$ cat src/rtl/hex_pixel_fetch.sv
// hex_pixel_fetch: gathers the 7 current-frame and 7 reference-frame hexagon
// pixels for one search step from two synchronous single-port frame memories.
module hex_pixel_fetch #(
  parameter int FRAME_W      = 96,
  parameter int FRAME_H      = 96,
  parameter int ADDR_W       = 14,
  parameter int READ_LATENCY = 1
) (
  input  logic              clk,
  input  logic              rst,
  input  logic              req,
  input  logic [48:0]       cf_x_bus,
  input  logic [48:0]       cf_y_bus,
  input  logic [48:0]       rf_x_bus,
  input  logic [48:0]       rf_y_bus,
  output logic              cf_mem_en,
  output logic [ADDR_W-1:0] cf_mem_addr,
  input  logic [7:0]        cf_mem_rdata,
  output logic              rf_mem_en,
  output logic [ADDR_W-1:0] rf_mem_addr,
  input  logic [7:0]        rf_mem_rdata,
  output logic [55:0]       cf_pix_bus,
  output logic [55:0]       rf_pix_bus,
  output logic [6:0]        cf_oob,
  output logic [6:0]        rf_oob,
  output logic              busy,
  output logic              done
);

  localparam int         NSLOT      = 7;
  localparam logic [2:0] LAST_SLOT  = 3'd6;
  localparam logic [1:0] LAST_DRAIN = 2'(READ_LATENCY - 1);

  typedef enum logic [1:0] {
    ST_IDLE,
    ST_ISSUE,
    ST_DRAIN,
    ST_DONE
  } state_t;

  state_t state_q, state_d;
  logic [2:0] slot_q, slot_d;
  logic [1:0] drain_q, drain_d;
  logic       latch;

  logic [6:0] cf_x_q [NSLOT];
  logic [6:0] cf_y_q [NSLOT];
  logic [6:0] rf_x_q [NSLOT];
  logic [6:0] rf_y_q [NSLOT];
  logic [6:0] cf_x_d [NSLOT];
  logic [6:0] cf_y_d [NSLOT];
  logic [6:0] rf_x_d [NSLOT];
  logic [6:0] rf_y_d [NSLOT];

  logic [7:0] cf_stg_q [NSLOT];
  logic [7:0] rf_stg_q [NSLOT];
  logic [7:0] cf_stg_d [NSLOT];
  logic [7:0] rf_stg_d [NSLOT];
  logic [6:0] cf_stg_oob_q, cf_stg_oob_d;
  logic [6:0] rf_stg_oob_q, rf_stg_oob_d;

  logic [7:0] cf_pix_q [NSLOT];
  logic [7:0] rf_pix_q [NSLOT];
  logic [7:0] cf_pix_d [NSLOT];
  logic [7:0] rf_pix_d [NSLOT];
  logic [6:0] cf_oob_q, cf_oob_d;
  logic [6:0] rf_oob_q, rf_oob_d;

  logic [READ_LATENCY-1:0] cf_pv_q, cf_pv_d;
  logic [READ_LATENCY-1:0] rf_pv_q, rf_pv_d;
  logic [2:0]              ps_q [READ_LATENCY];
  logic [2:0]              ps_d [READ_LATENCY];

  logic [6:0]        cur_cf_x, cur_cf_y, cur_rf_x, cur_rf_y;
  logic              cf_in, rf_in;
  logic [ADDR_W-1:0] cf_lin, rf_lin;

  always_comb begin
    state_d = state_q;
    slot_d  = slot_q;
    drain_d = drain_q;
    latch   = 1'b0;
    case (state_q)
      ST_IDLE: begin
        if (req) begin
          latch   = 1'b1;
          state_d = ST_ISSUE;
          slot_d  = '0;
        end
      end
      ST_ISSUE: begin
        if (slot_q == LAST_SLOT) begin
          state_d = ST_DRAIN;
          drain_d = '0;
        end else begin
          slot_d = slot_q + 3'd1;
        end
      end
      ST_DRAIN: begin
        if (drain_q == LAST_DRAIN) begin
          state_d = ST_DONE;
        end else begin
          drain_d = drain_q + 2'd1;
        end
      end
      ST_DONE: begin
        if (req) begin
          latch   = 1'b1;
          state_d = ST_ISSUE;
          slot_d  = '0;
        end else begin
          state_d = ST_IDLE;
        end
      end
      default: state_d = ST_IDLE;
    endcase
  end

  always_comb begin
    for (int s = 0; s < NSLOT; s++) begin
      cf_x_d[s] = latch ? cf_x_bus[7*s +: 7] : cf_x_q[s];
      cf_y_d[s] = latch ? cf_y_bus[7*s +: 7] : cf_y_q[s];
      rf_x_d[s] = latch ? rf_x_bus[7*s +: 7] : rf_x_q[s];
      rf_y_d[s] = latch ? rf_y_bus[7*s +: 7] : rf_y_q[s];
    end
  end

  // In-frame addresses fit ADDR_W exactly, so the product is formed at that width.
  always_comb begin
    cur_cf_x = cf_x_q[slot_q];
    cur_cf_y = cf_y_q[slot_q];
    cur_rf_x = rf_x_q[slot_q];
    cur_rf_y = rf_y_q[slot_q];
    cf_in = (state_q == ST_ISSUE) && (32'(cur_cf_x) < FRAME_H) && (32'(cur_cf_y) < FRAME_W);
    rf_in = (state_q == ST_ISSUE) && (32'(cur_rf_x) < FRAME_H) && (32'(cur_rf_y) < FRAME_W);
    cf_lin = ADDR_W'(cur_cf_x) * ADDR_W'(FRAME_W) + ADDR_W'(cur_cf_y);
    rf_lin = ADDR_W'(cur_rf_x) * ADDR_W'(FRAME_W) + ADDR_W'(cur_rf_y);
    cf_mem_en   = cf_in;
    rf_mem_en   = rf_in;
    cf_mem_addr = cf_in ? cf_lin : '0;
    rf_mem_addr = rf_in ? rf_lin : '0;
  end

  always_comb begin
    cf_pv_d[0] = cf_in;
    rf_pv_d[0] = rf_in;
    ps_d[0]    = slot_q;
    for (int i = 1; i < READ_LATENCY; i++) begin
      cf_pv_d[i] = cf_pv_q[i-1];
      rf_pv_d[i] = rf_pv_q[i-1];
      ps_d[i]    = ps_q[i-1];
    end
  end

  // Out-of-frame slots are resolved at issue; in-frame slots fill when their read returns.
  always_comb begin
    for (int s = 0; s < NSLOT; s++) begin
      cf_stg_d[s] = cf_stg_q[s];
      rf_stg_d[s] = rf_stg_q[s];
    end
    cf_stg_oob_d = cf_stg_oob_q;
    rf_stg_oob_d = rf_stg_oob_q;
    if (state_q == ST_ISSUE) begin
      cf_stg_oob_d[slot_q] = ~cf_in;
      rf_stg_oob_d[slot_q] = ~rf_in;
      if (!cf_in) cf_stg_d[slot_q] = '0;
      if (!rf_in) rf_stg_d[slot_q] = '0;
    end
    if (cf_pv_q[READ_LATENCY-1]) cf_stg_d[ps_q[READ_LATENCY-1]] = cf_mem_rdata;
    if (rf_pv_q[READ_LATENCY-1]) rf_stg_d[ps_q[READ_LATENCY-1]] = rf_mem_rdata;
  end

  // The last read lands on the same edge that enters DONE, so publish the next staging value.
  always_comb begin
    for (int s = 0; s < NSLOT; s++) begin
      cf_pix_d[s] = cf_pix_q[s];
      rf_pix_d[s] = rf_pix_q[s];
    end
    cf_oob_d = cf_oob_q;
    rf_oob_d = rf_oob_q;
    if (state_q == ST_DRAIN && state_d == ST_DONE) begin
      for (int s = 0; s < NSLOT; s++) begin
        cf_pix_d[s] = cf_stg_d[s];
        rf_pix_d[s] = rf_stg_d[s];
      end
      cf_oob_d = cf_stg_oob_d;
      rf_oob_d = rf_stg_oob_d;
    end
  end

  always_comb begin
    for (int s = 0; s < NSLOT; s++) begin
      cf_pix_bus[8*s +: 8] = cf_pix_q[s];
      rf_pix_bus[8*s +: 8] = rf_pix_q[s];
    end
    cf_oob = cf_oob_q;
    rf_oob = rf_oob_q;
    busy   = (state_q == ST_ISSUE) || (state_q == ST_DRAIN);
    done   = (state_q == ST_DONE);
  end

  always_ff @(posedge clk) begin
    if (rst) begin
      state_q      <= ST_IDLE;
      slot_q       <= '0;
      drain_q      <= '0;
      cf_x_q       <= '{default: '0};
      cf_y_q       <= '{default: '0};
      rf_x_q       <= '{default: '0};
      rf_y_q       <= '{default: '0};
      cf_stg_q     <= '{default: '0};
      rf_stg_q     <= '{default: '0};
      cf_stg_oob_q <= '0;
      rf_stg_oob_q <= '0;
      cf_pix_q     <= '{default: '0};
      rf_pix_q     <= '{default: '0};
      cf_oob_q     <= '0;
      rf_oob_q     <= '0;
      cf_pv_q      <= '0;
      rf_pv_q      <= '0;
      ps_q         <= '{default: '0};
    end else begin
      state_q      <= state_d;
      slot_q       <= slot_d;
      drain_q      <= drain_d;
      cf_x_q       <= cf_x_d;
      cf_y_q       <= cf_y_d;
      rf_x_q       <= rf_x_d;
      rf_y_q       <= rf_y_d;
      cf_stg_q     <= cf_stg_d;
      rf_stg_q     <= rf_stg_d;
      cf_stg_oob_q <= cf_stg_oob_d;
      rf_stg_oob_q <= rf_stg_oob_d;
      cf_pix_q     <= cf_pix_d;
      rf_pix_q     <= rf_pix_d;
      cf_oob_q     <= cf_oob_d;
      rf_oob_q     <= rf_oob_d;
      cf_pv_q      <= cf_pv_d;
      rf_pv_q      <= rf_pv_d;
      ps_q         <= ps_d;
    end
  end

endmodule

$ cat config.mk
export PLATFORM = sky130hd
export DESIGN_NAME = hex_pixel_fetch
export DESIGN_NICKNAME = d
export VERILOG_FILES = /design/src/rtl/hex_pixel_fetch.sv
export SDC_FILE = /design/constraint.sdc
export NUM_CORES = 1
export LEC_CHECK = 0
export BUFFER_PORTS_ARGS = -buffer_cell sky130_fd_sc_hd__buf_2
export CORE_ASPECT_RATIO = 2
export CORE_MARGIN = 2
export CORE_UTILIZATION = 26
export CTS_CLUSTER_SIZE = 10
export DETAILED_ROUTE_END_ITERATION = 10
export MAX_ROUTING_LAYER = met4
export PLACE_DENSITY = 0.53
export SYNTH_ARGS = -nofsm -noshare
export SYNTH_HDL_FRONTEND = slang
export SYNTH_SLANG_ARGS = --single-unit
$ cat constraint.sdc
create_clock -name clk -period 5.3 [get_ports clk]
set_input_delay 1.59 -clock clk [delete_from_list [all_inputs] [get_ports clk]]
set_output_delay 1.59 -clock clk [all_outputs]
set_load 0.005 [all_outputs]
## Word level (Yosys, flattened, before mapping)

Index checks and enable logic that the tools add are counted.

- Input bits: 215
- Output and inout bits: 158
- Register bits after elaboration: 460
- Logic and storage cells: 159

- Magnitude comparators: 10
- Multiply operators: 2
- Reduce and logical (&&, ||, !) cells: 16
- Bitwise gates (word level): 7
- Mux-type cells: 45
- Add/sub/neg operators: 4
- Eq/ne operators: 9

Operators with widths:

| operator | count |
|---|---|
| $mux W56 | 6 |
| $and A56 B56 Y56 | 2 |
| $bwmux W56 | 2 |
| $bmux W7 S3 | 4 |
| $mux W7 | 10 |
| $not A56 Y56 | 1 |
| $demux W8 S3 | 2 |
| $add A14 B7 Y14 | 2 |
| $lt A7 B7 Y1 const B | 4 |
| $mux W14 | 2 |
| $mul A7 B2 Y9 const B | 2 |
| $mux W8 | 2 |
| $bwmux W7 | 2 |
| $mux W2 | 5 |
| $ge A4 B4 Y1 const B | 2 |
| $logic_and A1 B1 Y1 | 8 |
| $lt A4 B1 Y1 const B | 2 |
| $not A3 Y4 | 2 |
| $pmux W2 S4 | 1 |
| $eq A2 B2 Y1 const B | 3 |
| $mux W3 | 2 |
| $ne A2 B2 Y1 const B | 3 |
| $pmux W3 S2 | 1 |
| $reduce_and A3 Y1 | 2 |
| 15 further kinds | 21 |

## Longest topological paths before layout

- Depth after elaboration: 11
- Mapped depth: 17
- Gate-level depth less buffers: 13

## Worst setup path after synthesis

No wires, ideal clock.

- Path kind: flip-flop to output port
- Start: register slot_q[1], in the netlist ps_d[1]
- End: output port rf_mem_addr[13]
- Path buffers: 4
- Cell stages (with the launch flop): 16
- Slack: -127 ps
- Data arrival time: 3837 ps
- Data required time: 3710 ps
- Path through: dfxtp_1 -> buf_6 -> buf_4 -> buf_2 -> buf_1 -> mux2i_1 -> nor2_1 -> a31oi_1 -> o21ai_0 -> ha_1 -> fa_1 -> a211o_1 -> a21oi_1 -> nand4b_1 -> or4_1 -> nand2_1

- Longest elaborated chain between the ends: 8
- Elaborated cells on any way between the ends: 14
- Classes of those cells: add/sub: 1; mul: 1; order compare: 2; mux: 7; bitwise: 1; reduce/logical: 2

RTL lines:

| item | RTL line | source |
|---|---|---|
| start, declared | 42 | `logic [2:0] slot_q, slot_d;` |
| start signal, assigned | 224 | `slot_q <= slot_d;` |
| $not A3 Y4 (implied by the code) * | 132, 133 |  |
| parallel branches: the longest is 6 deep, another holds $add A14 B7 Y14 | -- |  |
| $mux W14 * | 141 | `rf_mem_addr = rf_in ? rf_lin : '0;` |
| end, declared | 20 | `output logic [ADDR_W-1:0] rf_mem_addr,` |

Mark *: on every way between the ends. The select of a mux whose other input is x is not followed.

## Worst setup path after layout

- Start: register slot_q[0], in the netlist ps_d[0]
- End: output port rf_mem_addr[13]

The elaborated chain is that of the path after synthesis.

==> metrics.yaml <==
status: "finished with violations"
violations: "setup timing"
power_density_mw_per_mm2: 314
io_buffers: 372
clk_pin_slew_ns: 0.06
io_pins: 373
worstPathRequired_ns: 3.71
core-area_mm2: 0.0748
slew_violations: 0
tightest_slew_ns: 1.16
post-route-min-period_ns: 5.46
clock_skew_ns: 0.0208
post_drt_wl_per_cell_um: 21.0
start_util_pct: 26.2
fin_crit_sh_pct: 103
clkLatencyLatePin_ns: 0.61
synth_mux_area_share_pct: 5.66
crit_start: "ps_d[0]"
setup_viol: 5
finalHoldViolCount: 0
yosysSeqAreaShare_pct: 47.0
cap_violations: 0
synth_fa_ha_area_share_pct: 2.13
slew-limit-headroom_pct: 22.6
hp-start: "rf_pix_bus[34]"
cp_data_arrival_time_ns: 3.87
synth_compound_area_share_pct: 19.7
fmax_mhz: 183
yosys_warnings: 0
fin_util_pct: 33.5
async_flop_share_pct: 0
place.gp.congestion: 0.837
grt_max_degree: 173
ir_worst_vdd_v: 0.000229
synth_top_family_by_area: "simple AND/OR/NAND/NOR gates"
syn_inst: 2294
drtIter0Drc: 840
grt_pass1_wl_um: 112000
grt_overflow: 0
dieArea_mm2: 0.0777
netlist_area_mm2: 0.0196
wirelength_um: 77500
synth_nets: 2540
antenna_left: 0
synth_xor_area_share_pct: 0.716
synth-seq-cells: 460
endpoint_kind: "output pin"
power.leakage_nw: 10.6
synth.distinct_cells: 71
drtPass1Iterations: 7
grt_pass1_vias: 17300
nets: 2912
yosys_most_used_dff: "dfxtp_1"
syn_to_final_growth_pct: 27.9
htreeDepth: 2
rsz0062_at_grt: "yes"
cts_buffers: 52
drc_errors: 0
cts_buffer_depth: 3
drive_gt1_share_pct: 26.2
hp-class: "register to register"
grt_usage_pct: 20.0
path_max_fanout: 6
rows: 142
cts_tree: "yes"
critPathKind: "register to output pin"
cts_sinks: 460
place_ws_ns: 0.0356
synthSimpleGateAreaFrac_pct: 20.5
antenna_found_initial: 13
start_kind: "register"
synth-edff-count: 0
via_count: 17700
r2r_start: "ps_d[0]"
fin_setup_tns_ns: -0.465
die_h_um: 392
root_buffer: "clkbuf_16"
die_w_um: 198
vias_per_cell: 4.80
final.setup.worst_slack_ns: -0.162
avgSynthCellArea_um2: 8.54
place_hpwl_um: 58000
==> synth_stat cells, drive strengths merged (42+ instances only) <==
master / number / share of area [%]
mux2i: 80 / 4.1
and3: 48 / 1.5
nand3: 81 / 2.1
a21o: 45 / 1.7
inv: 42 / 0.80
nor3: 83 / 2.9
o22ai: 48 / 1.5
o21ai: 58 / 1.5
a221o: 45 / 2.3
a21oi: 230 / 5.9
clkbuf: 132 / 2.5
nor2: 199 / 3.8
dfxtp: 460 / 47
nand2: 457 / 8.8
==> sequential cells by signal, summed over array words and instances, names as in the netlist, 49 cells and up <==
register and count:
cf_stg_q 56, rf_pix_bus 56, rf_y_q 49, rf_stg_q 56, cf_y_q 49, cf_pix_bus 56
cf_x_q 49, rf_x_q 49
==> final cells by class <==
class / count / area, µm²
Fill cell: 7940 / 49800
Multi-Input combinational cell: 1624 / 9990
Sequential cell: 460 / 9220
Timing Repair Buffer: 485 / 2970
Clock buffer: 59 / 1400
Tap cell: 1008 / 1260
Inverter: 43 / 165
Clock inverter: 2 / 21.3
Antenna cell: 6 / 15.0
==> what timing repair did <==
item | CTS | global route
endpoints found under the setup margin | 11 | 11
cloned | 1 | 0
pin swaps | 31 | 28
buffers inserted | 30 | 21
hold buffers | 0 | 0
gates resized for setup | 68 | 67
==> where the power goes <==
part / switching, mW / internal, mW / leakage [nW]
registers: 0.0792 / 3.57 / 3.74
clock network: 1.43 / 1.83 / 0.700
logic: 0.590 / 0.374 / 6.14
==> worst max-delay path, cell delays in order (launching register included) <==
cell	delay, ns
dfxtp_4	0.42
buf_12	0.14
buf_4	0.11
mux2i_1	0.18
o21ai_0	0.10
a22oi_1	0.18
o21ai_2	0.13
fa_2	0.46
a211o_1	0.36
a21oi_2	0.14
o21bai_1	0.08
xor2_1	0.18
or4_1	0.52
nand2_2	0.13
buf_2	0.13
==> kinds of logic (layout without fill, tap and decap cells) <==
family | Yosys count | count (layout)
AND/OR/NAND/NOR | 906 | 906
XOR/XNOR | 16 | 16
multiplexers | 98 | 98
buffers and inverters | 210 | 589
flip-flops | 460 | 460
AO/OA/AOI/OAI | 573 | 573
other | 0 | 6
adder cells (fa/ha/maj) | 31 | 31
==> through the flow <==
stage | hold slack, ns | area [µm²] | total power, mW | instances
2_1_floorplan | 0.426 | 19600 | 4.19 | 2294
3_3_place_gp | 0.432 | 22700 | 4.57 | 3572
3_5_place_dp | 0.439 | 22700 | 4.57 | 3572
4_1_cts | 0.452 | 24600 | 7.91 | 3662
5_1_grt | 0.468 | 25000 | 8.18 | 3687
6_report | 0.444 | 25000 | 7.88 | 3687
==> metal layers <==
metal / part of all wire, % / routed length, µm / global-route usage (%)
met1: 38 / 29400 / 20.9
met2: 52 / 40600 / 36.2
met3: 5.4 / 4220 / 4.11
met4: 4.2 / 3240 / 8.31
met5: 0 / 0 / -
==> cell usage in the layout (no fill, tap or decap), drive strengths merged, types with 9 or more instances in the layout <==
cell and n:
a211oi 19, a21o 45, a21oi 230, a221o 45, a22o 41, a22oi 28
a31oi 16, and3 48, buf 485, clkbuf 59, dfxtp 460, ha 27
inv 40, mux2 9, mux2i 80, mux4 9, nand2 457, nand3 81
nor2 199, nor2b 13, nor3 83, o21ai 58, o22ai 48, xnor2 9
==> worst paths after layout <==
| check | cells past startpoint | slack, ns | endpoint |
|---|---|---|---|
| worst min-delay path | 2 | 0.44 | rf_pix_bus[34] |
| worst min register to register | 2 | 0.44 | rf_pix_bus[34] |
| worst max-delay path | 14 | -0.16 | rf_mem_addr[13] |
| worst max register to register | 12 | 1.64 | cf_pix_bus[45] |
Note: power is estimated with default switching activity, not from simulation.
